## src/rtl/beat_packer.sv

```systemverilog
// Packs N consecutive L-bit valid/ready beats into one N*L-bit word, little-endian by arrival.
// A last_f marker closes a partial word early; the packed word sits in a registered output stage.
module beat_packer #(
  parameter int L = 8,
  parameter int N = 4
) (
  input  logic           clk,
  input  logic           rst,
  output logic           ready_f,
  input  logic           valid_f,
  input  logic [L-1:0]   data_f,
  input  logic           last_f,
  input  logic           ready_b,
  output logic           valid_b,
  output logic [N*L-1:0] data_b,
  output logic [N-1:0]   keep_b,
  output logic           last_b
);

  localparam int CW = (N > 1) ? $clog2(N) : 1;

  typedef enum logic {EMPTY, FULL} state_t;

  state_t           state_q, state_d;
  logic [CW-1:0]    cnt_q, cnt_d;
  logic [N*L-1:0]   acc_q, acc_d;
  logic [N*L-1:0]   data_b_q, data_b_d;
  logic [N-1:0]     keep_b_q, keep_b_d;
  logic             last_b_q, last_b_d;

  logic [N*L-1:0]   merged;
  logic [N-1:0]     mask;
  logic             accept;
  logic             complete;

  // Input stalls whenever a packed word is waiting, regardless of the input side.
  assign ready_f  = !rst && (state_q == EMPTY || ready_b);
  assign accept   = valid_f && ready_f;
  assign complete = accept && ((cnt_q == CW'(N - 1)) || last_f);

  // Current beat dropped into lane cnt; lanes above cnt forced to zero.
  always_comb begin
    merged = '0;
    mask   = '0;
    for (int i = 0; i < N; i++) begin
      if (CW'(i) < cnt_q) begin
        merged[i*L +: L] = acc_q[i*L +: L];
      end else if (CW'(i) == cnt_q) begin
        merged[i*L +: L] = data_f;
      end
      mask[i] = (CW'(i) <= cnt_q);
    end
  end

  always_comb begin
    state_d  = state_q;
    cnt_d    = cnt_q;
    acc_d    = acc_q;
    data_b_d = data_b_q;
    keep_b_d = keep_b_q;
    last_b_d = last_b_q;
    if (complete) begin
      state_d  = FULL;
      data_b_d = merged;
      keep_b_d = mask;
      last_b_d = last_f;
      cnt_d    = '0;
      acc_d    = '0;
    end else begin
      if (accept) begin
        acc_d = merged;
        cnt_d = cnt_q + CW'(1);
      end
      if (state_q == FULL && ready_b) begin
        state_d = EMPTY;
      end
    end
  end

  always_ff @(posedge clk) begin
    if (rst) begin
      state_q  <= EMPTY;
      cnt_q    <= '0;
      acc_q    <= '0;
      data_b_q <= '0;
      keep_b_q <= '0;
      last_b_q <= 1'b0;
    end else begin
      state_q  <= state_d;
      cnt_q    <= cnt_d;
      acc_q    <= acc_d;
      data_b_q <= data_b_d;
      keep_b_q <= keep_b_d;
      last_b_q <= last_b_d;
    end
  end

  assign valid_b = (state_q == FULL);
  assign data_b  = data_b_q;
  assign keep_b  = keep_b_q;
  assign last_b  = last_b_q;

endmodule

```

## config.mk

```make
export PLATFORM = sky130hd
export DESIGN_NAME = beat_packer
export DESIGN_NICKNAME = d
export VERILOG_FILES = /design/src/rtl/beat_packer.sv
export SDC_FILE = /design/constraint.sdc
export NUM_CORES = 1
export LEC_CHECK = 0
export ABC_AREA = 1
export BUFFER_PORTS_ARGS = -buffer_cell sky130_fd_sc_hd__buf_2
export CORE_ASPECT_RATIO = 1.75
export CORE_UTILIZATION = 35
export DETAILED_ROUTE_END_ITERATION = 8
export GPL_TIMING_DRIVEN = 0
export PLACE_DENSITY = 0.51
export SLEW_MARGIN = 20
export SYNTH_ARGS = -nofsm -noshare
export SYNTH_HDL_FRONTEND = slang
export SYNTH_SLANG_ARGS = --single-unit
```

## constraint.sdc

```tcl
create_clock -name clk -period 1.61 [get_ports clk]
set_input_delay 0.322 -clock clk [delete_from_list [all_inputs] [get_ports clk]]
set_output_delay 0.322 -clock clk [all_outputs]
set_load 0.02 [all_outputs]
```

==> impl_metrics.env, run 1 <==
export IMPL_dr_pass1_iters=4
export IMPL_synth_common_cells="nand2_1 (208), dfxtp_1 (64), inv_1 (41)"
export IMPL_grt_pass1_vias=2483
export IMPL_ys_seq_elements=64
export IMPL_vias_per_cell=4.57
export IMPL_synth_top_area_share_pct=44.9
export IMPL_drive_gt1_share_pct=21.1
export IMPL_die_area_um2=8530
export IMPL_seq_power_share_pct=40.1
export IMPL_reg2regPathDepth=9
export IMPL_ys_flop_type="dfxtp_1"
export IMPL_routed_wl_um=7020
export IMPL_die_h_um=121
export IMPL_ys_types=19
export IMPL_crit_fanout=10
export IMPL_sw_frac_of_total_pct=23.3
export IMPL_drv_slew=0
export IMPL_wl_per_cell_um=12.1
export IMPL_synth_edf_count=0
export IMPL_antenna_found_initial=0
export IMPL_holdPathEnd="data_b[30]$_SDFFE_PP0P_"
export IMPL_worstReg2RegStart="cnt_q[0]$_SDFFE_PP0P_"
export IMPL_arrival_ns=1.80
export IMPL_cpMostUsedCell="nand2_1"
export IMPL_async_flop_share_pct=0
export IMPL_die_w_um=70.2
export IMPL_finalClockSkew_ns=0.00506
export IMPL_std_cell_rows=43
export IMPL_fin_nets=502
export IMPL_final_core_util_pct=45.5
export IMPL_cts_sinks=64
export IMPL_place_area_um2=3220
export IMPL_hold_start="data_f[6]"
export IMPL_grt_ovfl_total=0
export IMPL_stdcell_area_um2=3590
export IMPL_cp_cell_sequence="ha_1 -> buf_2 -> inv_1 -> nand2_1 -> o21ai_1 -> nand2_1 -> nand2_1 -> nand2_1 -> inv_1"
export IMPL_grt_setup_unrepaired="true"
export IMPL_pin_count=52
export IMPL_ir_drop_mv=0.602
export IMPL_p_comb_share_pct=9.9
export IMPL_max_freq_mhz=660
export IMPL_root_buffer="clkbuf_16"
export IMPL_synth_area_leader_cell="dfxtp_1"
export IMPL_pre_cts_ws_ns=-0.169
export IMPL_fin_ws_ns=0.0945
export IMPL_grt_pass1_wl_um=11800
export IMPL_power_density_nw_per_um2=1150
export IMPL_core_area_um2=7910
export IMPL_relSlewSlack_pct=70.2
export IMPL_startpoint="cnt_q[0]$_SDFFE_PP0P_"
export IMPL_worstPathRequired_ns=1.89
export IMPL_antenna_diode_count=0
export IMPL_vias=2640
export IMPL_crit_cells=9
export IMPL_r2r_end="acc_q[22]$_SDFFE_PP0P_"
export IMPL_path_buf_inv=3
export IMPL_synthesis_nets=440
export IMPL_hold_class="in -> reg"
export IMPL_p_total_mw=4.13
export IMPL_post_synth_top_count_cell="nand2_1"
export IMPL_crit_slowest_cell="dfxtp_2"
export IMPL_gp_routability_congestion=0.848
export IMPL_power_switching_uw=964
export IMPL_cts_buffer_depth=2
export IMPL_setup_viol=0
export IMPL_syn_area_um2=2850
export IMPL_clk_latency_ns=0.33
export IMPL_post_route_drc_count=0
export IMPL_cts_clk_slew_worst_paths_ns=0.05
export IMPL_min_period_ns=1.52
export IMPL_clkPwrFrac_pct=49.9
export IMPL_setup_tns_final_ns=0
export IMPL_p_int_mw=3.17
export IMPL_grt_max_degree=11
export IMPL_synth_warnings=0
export IMPL_crit_family="simple AND/OR/NAND/NOR gates"
export IMPL_dp_cells=562
export IMPL_drv_cap=0
export IMPL_hold_ws_ns=0.243
export IMPL_start_kind="register"
export IMPL_netlist_top_cells_area="dfxtp_1 (45%), nand2_1 (27%), inv_1 (5.4%), nor2_1 (4.3%), o21ai_0 (3.2%)"
export IMPL_crit_type="reg -> reg"
export IMPL_antenna_left=0
export IMPL_end_kind="register"
export IMPL_fin_crit_sh_pct=94.1
export IMPL_r2r_slack_ns=0.09
export IMPL_cts_made_buffers=9
export IMPL_postSynthAreaPerCell_um2=6.77
export IMPL_max_stage_delay_ns=0.35
export IMPL_drt_initial_drc_count=155
export IMPL_cts_max_level=3
export IMPL_dp_hpwl_um=5190
export IMPL_io_buffers=51
export IMPL_holdPathStages=3
export IMPL_syn2layout_area_growth_pct=26.1
export IMPL_hold_viol_final=0
export IMPL_initial_core_util_pct=36.1
export IMPL_power_leakage_nw=2.04
export IMPL_status="finished, final reports clean"
export IMPL_synthesis_instances=421
export IMPL_fin_cells=578
export IMPL_worst_pin_slew_ns=0.444
export IMPL_cts_hold_buffers_added=0
export IMPL_cts_tree="yes"
export IMPL_grtUsageTotal_pct=18.2
export IMPL_yosysSeqAreaShare_pct=44.9
-- routing by layer --
metal	part of all wire (%)	track usage (%)	vias to the layer above
met5	0	0	-
met4	2.8	9.25	0
met3	3.6	5.07	14
met2	50	30.6	57
met1	44	20.6	1187
li1	-	-	1382
-- power groups by stage --
stage          logic, mW  clock network [mW]  registers [mW]
5_1_grt            0.463                2.19            1.66
3_3_place_gp       0.386                   0            1.69
6_report           0.410                2.06            1.66
4_1_cts            0.391                2.11            1.66
2_1_floorplan      0.223                   0            1.72
3_5_place_dp       0.389                   0            1.69
-- what timing repair did --
action	CTS	global route
setup endpoints to repair	38	44
gates resized for setup	4	26
pin swaps	0	0
buffers inserted	0	0
-- flip-flops by register name (all words and copies together) (netlist names) --
name and cells:
valid_b 1, data_b 32, cnt_q 2, last_b 1, acc_q 24, keep_b 4
-- worst register-to-register path: stages, from the launching register on --
cell and delay, ns:
dfxtp_2 0.35, ha_1 0.20, buf_2 0.18, inv_1 0.07, nand2_1 0.19, o21ai_1 0.27
nand2_1 0.08, nand2_1 0.06, nand2_1 0.04, inv_1 0.04
-- worst max path at each step --
stage / end / slack, ns
floorplan: acc_q[0]$_SDFFE_PP0P_ / 0.18
global placement: acc_q[0]$_SDFFE_PP0P_ / -0.16
detailed placement: acc_q[0]$_SDFFE_PP0P_ / -0.17
CTS: acc_q[0]$_SDFFE_PP0P_ / 0.01
global route: acc_q[17]$_SDFFE_PP0P_ / -0.01
finish: acc_q[22]$_SDFFE_PP0P_ / 0.09
-- area by class of cell --
cell class,count,area (um2)
fillers,863,4310
multi-input cells,293,1290
flip-flops and latches,64,1280
repair buffers,51,255
clock buffers,13,250
plain buffers,21,178
inverters,43,164
well taps,90,113
clock inverters,3,65.1
-- placed cells by master, fill, tap and decap left out, types with 7 or more instances in the layout --
master and n:
a21oi_2 7, buf_2 55, buf_6 8, clkbuf_16 9, dfxtp_1 62, inv_1 41
nand2_1 208, nand3_1 8, nor2_1 31, o21ai_0 10
-- kinds of logic after synthesis --
family / Yosys count / share of synthesized area [%]
xor gates and xnor gates: 1 / 0.307
adders and majority gates: 6 / 2.63
DFF: 64 / 44.9
and+or+nand+nor: 253 / 34.5
buffers and inverters: 64 / 11.3
AOI/OAI and AO/OA: 33 / 6.32
Note: power is estimated with default switching activity, not from simulation.
==> run 2, diff against run 1 <==
ABC_AREA = not set   (was 1)
CORE_UTILIZATION = 38   (was 35)
PLACE_DENSITY = 0.56   (was 0.51)
clock period = 1.7 ns   (was 1.61 ns; I/O delays follow)
==> impl_metrics.env, run 2 <==
export IMPL_die_h_um=113
export IMPL_postSynthAreaPerCell_um2=10.3
export IMPL_setup_tns_final_ns=0
export IMPL_async_flop_share_pct=0
export IMPL_hold_class="in -> reg"
export IMPL_post_synth_top_count_cell="dfxtp_1"
export IMPL_die_w_um=65.2
export IMPL_grt_max_degree=11
export IMPL_clk_latency_ns=0.33
export IMPL_cts_hold_buffers_added=0
export IMPL_hold_viol_final=0
export IMPL_die_area_um2=7340
export IMPL_ys_flop_type="dfxtp_1"
export IMPL_synth_common_cells="dfxtp_1 (64), a21oi_1 (37), a211oi_1 (24)"
export IMPL_crit_slowest_cell="dfxtp_2"
export IMPL_wl_per_cell_um=16.9
export IMPL_synthesis_instances=258
export IMPL_stdcell_area_um2=3460
export IMPL_syn2layout_area_growth_pct=30.4
export IMPL_power_leakage_nw=1.41
export IMPL_sw_frac_of_total_pct=24.6
export IMPL_drv_cap=0
export IMPL_antenna_left=0
export IMPL_setup_viol=0
export IMPL_synth_warnings=0
export IMPL_antenna_found_initial=0
export IMPL_cts_max_level=3
export IMPL_initial_core_util_pct=39.0
export IMPL_ir_drop_mv=0.595
export IMPL_grt_pass1_vias=2159
export IMPL_final_common_cell="dfxtp_1"
export IMPL_ys_types=34
export IMPL_seq_power_share_pct=43.9
export IMPL_min_period_ns=1.64
export IMPL_fin_nets=343
export IMPL_drv_slew=0
export IMPL_crit_fanout=10
export IMPL_cts_sinks=64
export IMPL_io_buffers=50
export IMPL_cts_tree="yes"
export IMPL_post_route_drc_count=0
export IMPL_p_comb_share_pct=10.3
export IMPL_largest_register_ffs=32
export IMPL_layout_common_cells="dfxtp_1 (63), buf_2 (58), a21oi_1 (37)"
export IMPL_fin_crit_sh_pct=96.7
export IMPL_grtUsageTotal_pct=20.3
export IMPL_std_cell_rows=40
export IMPL_gp_routability_congestion=0.792
export IMPL_worst_pin_slew_ns=0.512
export IMPL_cts_buffer_depth=2
export IMPL_cts_made_buffers=9
export IMPL_power_switching_uw=888
export IMPL_routed_wl_um=6990
export IMPL_p_int_mw=2.72
export IMPL_ys_seq_elements=64
export IMPL_relSlewSlack_pct=65.9
export IMPL_start_kind="register"
export IMPL_status="finished, final reports clean"
export IMPL_final_core_util_pct=50.9
export IMPL_synth_top_area_share_pct=48.3
export IMPL_grt_setup_unrepaired="true"
export IMPL_drive_gt1_share_pct=36.2
export IMPL_arrival_ns=1.86
export IMPL_root_buffer="clkbuf_16"
export IMPL_vias=2264
export IMPL_end_kind="register"
export IMPL_syn_area_um2=2660
export IMPL_grt_ovfl_total=0
export IMPL_netlist_top_cells_area="dfxtp_1 (48%), a21oi_1 (7.0%), a211oi_1 (6.8%), o2bb2ai_1 (5.6%), mux2i_1 (3.0%)"
export IMPL_drt_initial_drc_count=90
export IMPL_dp_hpwl_um=4770
export IMPL_dr_pass1_iters=4
export IMPL_finalClockSkew_ns=0.00610
export IMPL_cp_cell_sequence="clkbuf_8 -> inv_2 -> ha_1 -> buf_6 -> clkinvlp_4 -> o31ai_2 -> a21oi_1"
export IMPL_synth_area_leader_cell="dfxtp_1"
export IMPL_worstPathRequired_ns=1.91
export IMPL_power_density_nw_per_um2=1040
export IMPL_place_area_um2=3010
export IMPL_max_stage_delay_ns=0.36
export IMPL_synth_edf_count=0
export IMPL_vias_per_cell=5.48
export IMPL_hold_ws_ns=0.289
export IMPL_yosysSeqAreaShare_pct=48.3
export IMPL_synthesis_nets=277
export IMPL_crit_type="reg -> reg"
export IMPL_pin_count=52
export IMPL_antenna_diode_count=0
export IMPL_clkPwrFrac_pct=45.8
export IMPL_grt_pass1_wl_um=11200
export IMPL_max_freq_mhz=608
export IMPL_core_area_um2=6810
export IMPL_cts_clk_slew_worst_paths_ns=0.05
[run 2: cell types whose count changed after synthesis, moves of 7 or more]
cell and change:
inv_1 -36, a22oi_1 +8, a21oi_1 +28, a31oi_1 +9, o31ai_1 +9, o2bb2ai_1 +17, nor2_1 -31, and3b_1 +8
a211oi_1 +24, mux2i_1 +8, nand2_1 -208, o21ai_0 -16, a22o_1 +8, nand4_1 +7
[run 2: per-layer routing]
metal  track usage (%)  routed length, um
met5                 0                  0
met4              10.9                199
met3              4.27                197
met2              32.0               3520
met1              25.5               3070
[run 2: final cells by class]
class,instances,area [um2]
repair buffers,55,290
well taps,84,105
multi-input cells,163,1300
inverters,5,22.5
clock buffers,13,250
flip-flops and latches,64,1280
plain buffers,26,190
fillers,681,3340
clock inverters,3,17.5
[run 2: worst max-delay path: cells and delay by family (launching register included)]
kind,cells,cell delay (ns)
buf+inv,4,0.63
compound gates,2,0.38
flops,1,0.36
fa+ha+maj,1,0.17
[run 2: logic make-up after synthesis]
kind of cell	synth area share [%]
AO/OA/AOI/OAI	31.2
flip-flops	48.3
buffers and inverters	6.17
AND/OR/NAND/NOR	8.53
multiplexers	3.02
adder cells (fa/ha/maj)	2.83
[run 2: metrics by stage]
step	setup WS, ns	total power, mW	instances
6_report	0.0559	3.60	413
5_1_grt	-0.0484	3.75	413
4_1_cts	0.0107	3.62	408
3_5_place_dp	-0.380	1.95	392
3_3_place_gp	-0.371	1.95	392
2_1_floorplan	0.00986	1.84	258
[run 2: repair_timing]
item,in CTS,in global routing
setup buffers,0,5
endpoints found under the setup margin,38,37
gates resized for setup,17,25
pin swaps,0,9
[run 2: power by group through the flow]
stage,sequential (mW),clock [mW],combinational [mW]
final,1.58,1.65,0.371
after global routing,1.59,1.76,0.405
after floorplan,1.64,0,0.199
after detailed placement,1.61,0,0.338
after global placement,1.61,0,0.336
after CTS,1.58,1.69,0.346
[run 2: final timing paths]
kind	cells past startpoint	slack, ns	from	to
setup / recovery	7	0.06	cnt_q[1]$_SDFFE_PP0P_	acc_q[3]$_SDFFE_PP0P_
setup reg to reg	7	0.06	cnt_q[1]$_SDFFE_PP0P_	acc_q[3]$_SDFFE_PP0P_
hold reg to reg	1	0.44	keep_b[3]$_SDFFE_PP0P_	keep_b[3]$_SDFFE_PP0P_
hold / removal	3	0.29	last_f	last_b$_SDFFE_PP0P_
